## config.mk

```make
export PLATFORM = sky130hd
export DESIGN_NAME = mc_arm_controller
export DESIGN_NICKNAME = d
export VERILOG_FILES = /design/src/rtl/mc_arm_controller.sv
export SDC_FILE = /design/constraint.sdc
export NUM_CORES = 1
export LEC_CHECK = 0
export ABC_AREA = 1
export BUFFER_PORTS_ARGS = -buffer_cell sky130_fd_sc_hd__buf_2
export CAP_MARGIN = 5
export CELL_PAD_IN_SITES_DETAIL_PLACEMENT = 1
export CELL_PAD_IN_SITES_GLOBAL_PLACEMENT = 1
export CORE_AREA = 2 2 55 57
export DETAILED_ROUTE_END_ITERATION = 8
export DIE_AREA = 0 0 57 59
export GPL_TIMING_DRIVEN = 0
export PLACE_DENSITY_LB_ADDON = 0.1
export SETUP_SLACK_MARGIN = 0.5
export SYNTH_ARGS = -nofsm -noshare
export SYNTH_HDL_FRONTEND = slang
export SYNTH_SLANG_ARGS = --single-unit
```

## constraint.sdc

```tcl
create_clock -name clk -period 1.3 [get_ports clk]
set_input_delay 0 -clock clk [delete_from_list [all_inputs] [get_ports clk]]
set_output_delay 0 -clock clk [all_outputs]
set_load 0.02 [all_outputs]
```

## src/rtl/mc_arm_controller.sv

```systemverilog
// Multicycle control FSM for the single-ALU ARM subset datapath: sequences
// fetch/decode/execute, drives every mux select and strobe, and owns the Z flag.
module mc_arm_controller (
  input  logic        clk,
  input  logic        reset_n,
  input  logic [31:0] Instr,
  input  logic        ALUFlags,
  output logic [1:0]  ALUControl,
  output logic [1:0]  ALUSrcA,
  output logic [1:0]  ALUSrcB,
  output logic [1:0]  ResultSrc,
  output logic [1:0]  ImmSrc,
  output logic        AdrSrc,
  output logic        IRWrite,
  output logic        PCWrite,
  output logic        RegWrite,
  output logic        MemWrite,
  output logic        FlagZ,
  output logic [3:0]  State
);

  typedef enum logic [3:0] {
    S_FETCH  = 4'd0,
    S_DECODE = 4'd1,
    S_MEMADR = 4'd2,
    S_MEMRD  = 4'd3,
    S_MEMWB  = 4'd4,
    S_MEMWR  = 4'd5,
    S_EXECR  = 4'd6,
    S_EXECI  = 4'd7,
    S_ALUWB  = 4'd8,
    S_BRANCH = 4'd9
  } state_t;

  localparam logic [3:0] CMD_ADD = 4'b0100;
  localparam logic [3:0] CMD_SUB = 4'b0010;
  localparam logic [3:0] CMD_MOV = 4'b1101;
  localparam logic [3:0] CMD_CMP = 4'b1010;

  state_t state_q, state_d;
  logic   z_q, z_d;

  logic [1:0] op;
  logic       imm_i, ld_l;
  logic [3:0] cmd, cond;
  logic       cond_ex, is_wr_cmd, is_cmp;
  logic [1:0] alu_cmd;
  logic       irw, pcw, rw, mw;
  logic       unused_instr;

  assign op    = Instr[27:26];
  assign imm_i = Instr[25];
  assign cmd   = Instr[24:21];
  assign ld_l  = Instr[20];
  assign cond  = Instr[31:28];
  assign unused_instr = ^Instr[19:0];

  assign ImmSrc = (op == 2'b11) ? 2'b00 : op;

  // Conditions are judged against the flag as it stood before this instruction.
  always_comb begin
    cond_ex = 1'b0;
    case (cond)
      4'b0000: cond_ex = z_q;
      4'b0001: cond_ex = ~z_q;
      4'b1110: cond_ex = 1'b1;
      default: cond_ex = 1'b0;
    endcase
  end

  always_comb begin
    alu_cmd   = 2'b00;
    is_wr_cmd = 1'b0;
    is_cmp    = 1'b0;
    case (cmd)
      CMD_ADD: begin alu_cmd = 2'b00; is_wr_cmd = 1'b1; end
      CMD_SUB: begin alu_cmd = 2'b01; is_wr_cmd = 1'b1; end
      CMD_MOV: begin alu_cmd = 2'b10; is_wr_cmd = 1'b1; end
      CMD_CMP: begin alu_cmd = 2'b11; is_cmp    = 1'b1; end
      default: alu_cmd = 2'b00;
    endcase
  end

  always_comb begin
    state_d    = S_FETCH;
    z_d        = z_q;
    ALUControl = 2'b00;
    ALUSrcA    = 2'b00;
    ALUSrcB    = 2'b00;
    ResultSrc  = 2'b00;
    AdrSrc     = 1'b0;
    irw        = 1'b0;
    pcw        = 1'b0;
    rw         = 1'b0;
    mw         = 1'b0;
    case (state_q)
      S_FETCH: begin
        irw = 1'b1; pcw = 1'b1;
        ALUSrcA = 2'b01; ALUSrcB = 2'b10; ResultSrc = 2'b10;
        state_d = S_DECODE;
      end
      S_DECODE: begin
        ALUSrcA = 2'b01; ALUSrcB = 2'b10;
        case (op)
          2'b00:   state_d = imm_i ? S_EXECI : S_EXECR;
          2'b01:   state_d = S_MEMADR;
          2'b10:   state_d = S_BRANCH;
          default: state_d = S_FETCH;
        endcase
      end
      S_EXECR, S_EXECI: begin
        ALUSrcB    = (state_q == S_EXECI) ? 2'b01 : 2'b00;
        ALUControl = alu_cmd;
        if (is_cmp && cond_ex) z_d = ALUFlags;
        state_d = S_ALUWB;
      end
      S_ALUWB: begin
        rw = cond_ex & is_wr_cmd;
      end
      S_MEMADR: begin
        ALUSrcB = 2'b01;
        state_d = ld_l ? S_MEMRD : S_MEMWR;
      end
      S_MEMRD: begin
        AdrSrc  = 1'b1;
        state_d = S_MEMWB;
      end
      S_MEMWB: begin
        ResultSrc = 2'b01;
        rw        = cond_ex;
      end
      S_MEMWR: begin
        AdrSrc = 1'b1;
        mw     = cond_ex;
      end
      S_BRANCH: begin
        ALUSrcA = 2'b10; ALUSrcB = 2'b01; ResultSrc = 2'b10;
        pcw     = cond_ex;
      end
      default: state_d = S_FETCH;
    endcase
  end

  // Strobes are masked combinationally so they drop the instant reset asserts.
  assign IRWrite  = irw & reset_n;
  assign PCWrite  = pcw & reset_n;
  assign RegWrite = rw  & reset_n;
  assign MemWrite = mw  & reset_n;
  assign FlagZ    = z_q;
  assign State    = state_q;

  always_ff @(posedge clk or negedge reset_n) begin
    if (!reset_n) begin
      state_q <= S_FETCH;
      z_q     <= 1'b0;
    end else begin
      state_q <= state_d;
      z_q     <= z_d;
    end
  end

endmodule

```

# ---- Word-level counts from Yosys, hierarchy flattened
# Index checks and enable logic that the tools add are counted.
dict set report word_totals {
  register_bits 5
  latchBits 0
  ramBits 0
  rom_bits 0
  input_bits 35
  out_inout_bits 20
  elab_cells 56
  mem_count 0
}
dict set report op_classes {
  addsub 0
  mul 0
  div 0
  n_lt_le_gt_ge 0
  eq_ne 18
  shift 0
  mux 19
  n_bitwise 6
  reduce_logical 11
}
# operator n
set op_table {}
lappend op_table {{$eq A4 B3 Y1 const B} 5}
lappend op_table {{$eq A4 B4 Y1 const B} 5}
lappend op_table {{$pmux W4 S5} 1}
lappend op_table {{$eq A4 B2 Y1 const B} 3}
lappend op_table {{$pmux W2 S3} 2}
lappend op_table {{$pmux W4 S3} 1}
lappend op_table {{$reduce_or A2 Y1} 5}
lappend op_table {{$eq A4 B1 Y1 const B} 2}
lappend op_table {{$logic_not A4 Y1} 2}
lappend op_table {{$pmux W2 S2} 2}
lappend op_table {{$mux W1} 7}
lappend op_table {{$and A1 B1 Y1} 5}
lappend op_table {{$eq A2 B2 Y1 const B} 2}
lappend op_table {{$mux W2} 2}
lappend op_table {{$pmux W1 S2} 2}
lappend op_table {{$mux W3} 1}
lappend op_table {{$pmux W1 S3} 1}
lappend op_table {{$reduce_or A3 Y1} 1}
lappend op_table {{$eq A2 B1 Y1 const B} 1}
lappend op_table {{$logic_not A2 Y1} 1}
lappend op_table {{$reduce_and A2 Y1} 1}
lappend op_table {{$logic_and A1 B1 Y1} 1}
lappend op_table {{$not A1 Y1} 1}

# ---- Depth between registers and ports, before layout
dict set report logic_depth {
  ltp_word 6
  depth_mapped 7
  mapped_depth_nobuf 7
}

# ---- Worst setup path before layout
# Ideal clock, no wire load.
dict set report synth_timing {
  path_kind {register -> output}
  startpoint {register state_q[3] (netlist: State[3])}
  endpoint {output ALUSrcB[1]}
  arrival_ns 1.359
  required_time_ns 1.300
  slack_ns -0.059
  path_stages_with_launch 5
  path_buffers 1
  path_cell_list {dfrtp_1 nor2_2 inv_2 nor2_1 buf_4}
}
dict set report synth_between {
  elab_chain_len 3
  elab_cells_between_ends 10
  cone_classes {eq/ne: 5; mux: 1; reduce/logical: 4}
}
# item line
set synth_lines {}
lappend synth_lines {{start, declared} 40} ;# state_t state_q, state_d;
lappend synth_lines {{start signal, assigned} 157} ;# state_q <= state_d;
lappend synth_lines {{$eq A4 B4 Y1 (tied with other cells)} 96} ;# case (state_q)
lappend synth_lines {{$reduce_or A2 Y1, on equally long branches} -}
lappend synth_lines {{$pmux W2 S3 (*)} 96}
lappend synth_lines {{end, declared} 10} ;# output logic [1:0] ALUSrcB,
# Every way passes the cells marked *; elsewhere a longest branch is shown, timed or not.

# ---- Worst setup path after layout
dict set report layout_timing {
  startpoint {register state_q[2] (netlist: State[2])}
  endpoint {output PCWrite}
}
dict set report layout_between {
  elab_chain_len 3
  elab_cells_between_ends 4
  cone_classes {eq/ne: 1; mux: 1; bitwise: 1; reduce/logical: 1}
}
# item line
set layout_lines {}
lappend layout_lines {{$eq A4 B4 Y1 or $logic_not A4 Y1 (tied branches)} 96}
lappend layout_lines {{$pmux W1 S2 (*)} 96}
lappend layout_lines {{$and A1 B1 Y1 (*)} 146} ;# assign PCWrite = pcw & reset_n;
lappend layout_lines {{end, declared} 15} ;# output logic PCWrite,
# Marks and branches as above.

==> metrics.txt <==
result of the run finished, violations left; violated checks negative setup slack; Routed met2 length 1040 µm; detailed-placement wirelength estimate 1570 µm; endpoints failing hold 0; Nets between 150 and 200; pre-CTS worst setup slack about 0.097 ns; Clk Latency, worst-skew pair ~0.24 ns; Required @ worst endpoint 1.30 ns; Max Cap Viol 0; total count of max-transition violations in the final report 0; count of placed standard cells including taps approximately 150; global-route wire length before repair about 3300 µm; crit start category register; worst-case clock skew between 0.001 and 0.0015 ns; Static Leak between 0.5 and 0.6 nW; number of flops mapped to enable cells by yosys 0; CP Capture Type primary output; vias in the first global route between 700 and 800; # IOs 55; Avg WL per Cell 12.2 µm; share of the yosys chip area belonging to registers between 20% and 30%; wire length on met3 ~110 µm; cell area after layout between 1000 and 1500 µm²; number of antenna violations at the first check in global routing 0; number of H-tree levels 1; Logic pwr share roughly four fifths; number of distinct library cell variants in the gate-level netlist after synthesis 22; Setup Total Neg Slack -0.176 ns; count of synthesis-stage warnings from yosys 0; worst setup margin -0.0456 ns; placed inst area around 820 µm²; asr flop ratio synth 100%; cells after synthesis 86; total via count in the routed design 768; TritonCTS clock tree yes; Total Routed Length between 2000 and 2500 µm; final non-filler cell total 171; cells taking the most area after synthesis sky130_fd_sc_hd__dfrtp_1, sky130_fd_sc_hd__nand2_1, sky130_fd_sc_hd__nor2_1; number of remaining DRC errors 0; final critical delay including setup and external delays 1.35 ns; number of buffers on the longest clock path 2; length in cells of the worst reg-to-reg path 6; worst flop-to-flop path startpoint State[1]; die outline height approximately 59 µm; maximum number of pins on one net before global-route repair 7; fraction of post-synthesis cell area in the top cell type by area 23.4%; Worst R2R Setup Slack about 0.030 ns; fraction of final layout cells sized beyond drive strength 1 roughly two thirds; Synth Flop Type sky130_fd_sc_hd__dfrtp_1; endpoint arrival time on the critical path between 1 and 1.5 ns; Buffers on Ports 34; maximum frequency from static timing analysis 743 MHz; Hold Path Depth 2; Syn Area/Cell 6.21 µm²; maximum VDD drop between 1500 and 2000 µV; part of the power in registers about 12%; setup-violating endpoint count in the final report 8; transition at the pin with the smallest max-transition slack between 0.2 and 0.3 ns; unrepaired setup endpoints after global routing yes; path category of the worst min-delay check in -> reg; highest fanout seen on the critical path 4; cell type with the largest total area after synthesis sky130_fd_sc_hd__dfrtp_1; NetSw around 0.0012 W; antenna cells 0; area added between synthesis and finish 120%; aggregate global-route resource usage 12.6%; internal power summed over all cells approximately 0.0013 W; wire length the detailed router placed on met1 a little over 900 µm; first-iteration detailed-routing DRC count 13; clock sink total 5; number of clock buffers inserted by TritonCTS 3; post-route ant nets 0; category of the critical setup timing path reg -> out; total iterations of the first detailed-routing run 5; total standard cell area after synthesis roughly 530 µm²; switching part of the total power between 40 and 50%; post-layout utilization of the core between 40% and 50%; register bit total from synthesis 5; most common library cells after synthesis sky130_fd_sc_hd__nand2_1, sky130_fd_sc_hd__nor2_1, sky130_fd_sc_hd__inv_1; overflow left after global routing 0; share of the clock period used by the worst path after layout 104%; fill cell count 340; clock slew seen by the registers of the worst setup and hold paths around 0.040 ns; net count after synthesis approximately 120; worst hold path startpoint Instr[27]; endpoint of the worst-slack reg-to-reg timing path State[3]; total number of placement rows 19; end point of the most critical hold path State[1]; width of the die about 57 µm; RD Place Congestion 0.709; die area roughly 3400 µm²; slew margin rel. 82.9%; top layer in use met4; Initial Utilization 19.7%; Clock Power Share between 7 and 8%; placeable core region roughly 2700 µm²; average vias per placed instance approximately 4.5; most numerous cell in the Yosys netlist sky130_fd_sc_hd__nand2_1; cell area power density 2060 nW/µm²; root buffer cell sky130_fd_sc_hd__clkbuf_4
-- worst max path at each step --
stage / start / end / slack [ns] / depth (start not counted)
finish: State[2] / PCWrite / -0.05 / 6
global placement: State[1] / PCWrite / 0.12 / 7
floorplan: State[1] / PCWrite / 0.17 / 6
global route: State[2] / PCWrite / -0.12 / 6
CTS: State[1] / PCWrite / -0.08 / 7
detailed placement: State[1] / PCWrite / 0.1 / 7
-- routing by layer --
layer	up-vias	global-route usage (%)
met1	355	16.9
met2	25	20.2
met5	-	0
li1	386	-
met3	2	1.75
met4	0	5.98
-- power groups by stage --
stage                     registers [W]  clock network [W]  logic, W
after global placement         0.000289                  0   0.00118
final                          0.000300           0.000184   0.00194
after CTS                      0.000292           0.000190   0.00167
after detailed placement       0.000291                  0   0.00119
after global routing           0.000307           0.000209   0.00207
after floorplan                0.000345                  0  0.000796
-- per-stage QoR --
stage	total power, W	hold slack (ns)
CTS	0.00215	0.00872
global route	0.00259	0.0208
global placement	0.00147	-0.135
detailed placement	0.00148	-0.137
floorplan	0.00114	-0.296
finish	0.00242	0.0165
-- cells by family after synthesis --
group                  Yosys count  share of synthesized area (%)
flip-flops                       5                           23.4
buffers and inverters           16                           12.6
AO/OA/AOI/OAI                   11                           15.0
AND/OR/NAND/NOR                 54                           48.9
-- sequential cells by signal, summed over array words and instances, names as in the netlist --
name / cells
State: 4
FlagZ: 1
-- layout by cell type, fill, tap and decap left out, drive strengths merged --
master | netlist | final
a21oi | 1 | 1
buf | 2 | 48
clkbuf | 0 | 4
dfrtp | 5 | 5
dlygate4sd3 | 0 | 4
inv | 14 | 14
nand2 | 26 | 26
nand3 | 10 | 10
nand4 | 2 | 2
nor2 | 15 | 15
nor3 | 1 | 1
o211ai | 2 | 2
o21a | 1 | 1
o21ai | 3 | 3
o21bai | 1 | 1
o22ai | 2 | 2
o31ai | 1 | 1
-- layout make-up --
cell class	count	area [µm²]	area share, %
multi-input cells	65	492	41.9
plain buffers	2	26.3	2.24
well taps	31	38.8	3.30
clock buffers	4	26.3	2.24
inverters	14	67.6	5.75
repair buffers	50	393	33.4
flip-flops and latches	5	131	11.2
-- critical path, stage by stage (launching register included) --
cell	delay, ns
sky130_fd_sc_hd__dfrtp_2	0.44
sky130_fd_sc_hd__nor2_4	0.20
sky130_fd_sc_hd__inv_2	0.09
sky130_fd_sc_hd__nor2_4	0.11
sky130_fd_sc_hd__nand2_2	0.09
sky130_fd_sc_hd__nand2_4	0.07
sky130_fd_sc_hd__buf_6	0.11
-- repair_timing --
item	in CTS	in global routing
gates resized for setup	35	20
pin swaps	8	11
endpoints found under the hold margin	8	0
endpoints found under the setup margin	23	23
hold buffers	4	0
setup buffers	7	5
Power figures use the tool's default switching activity.
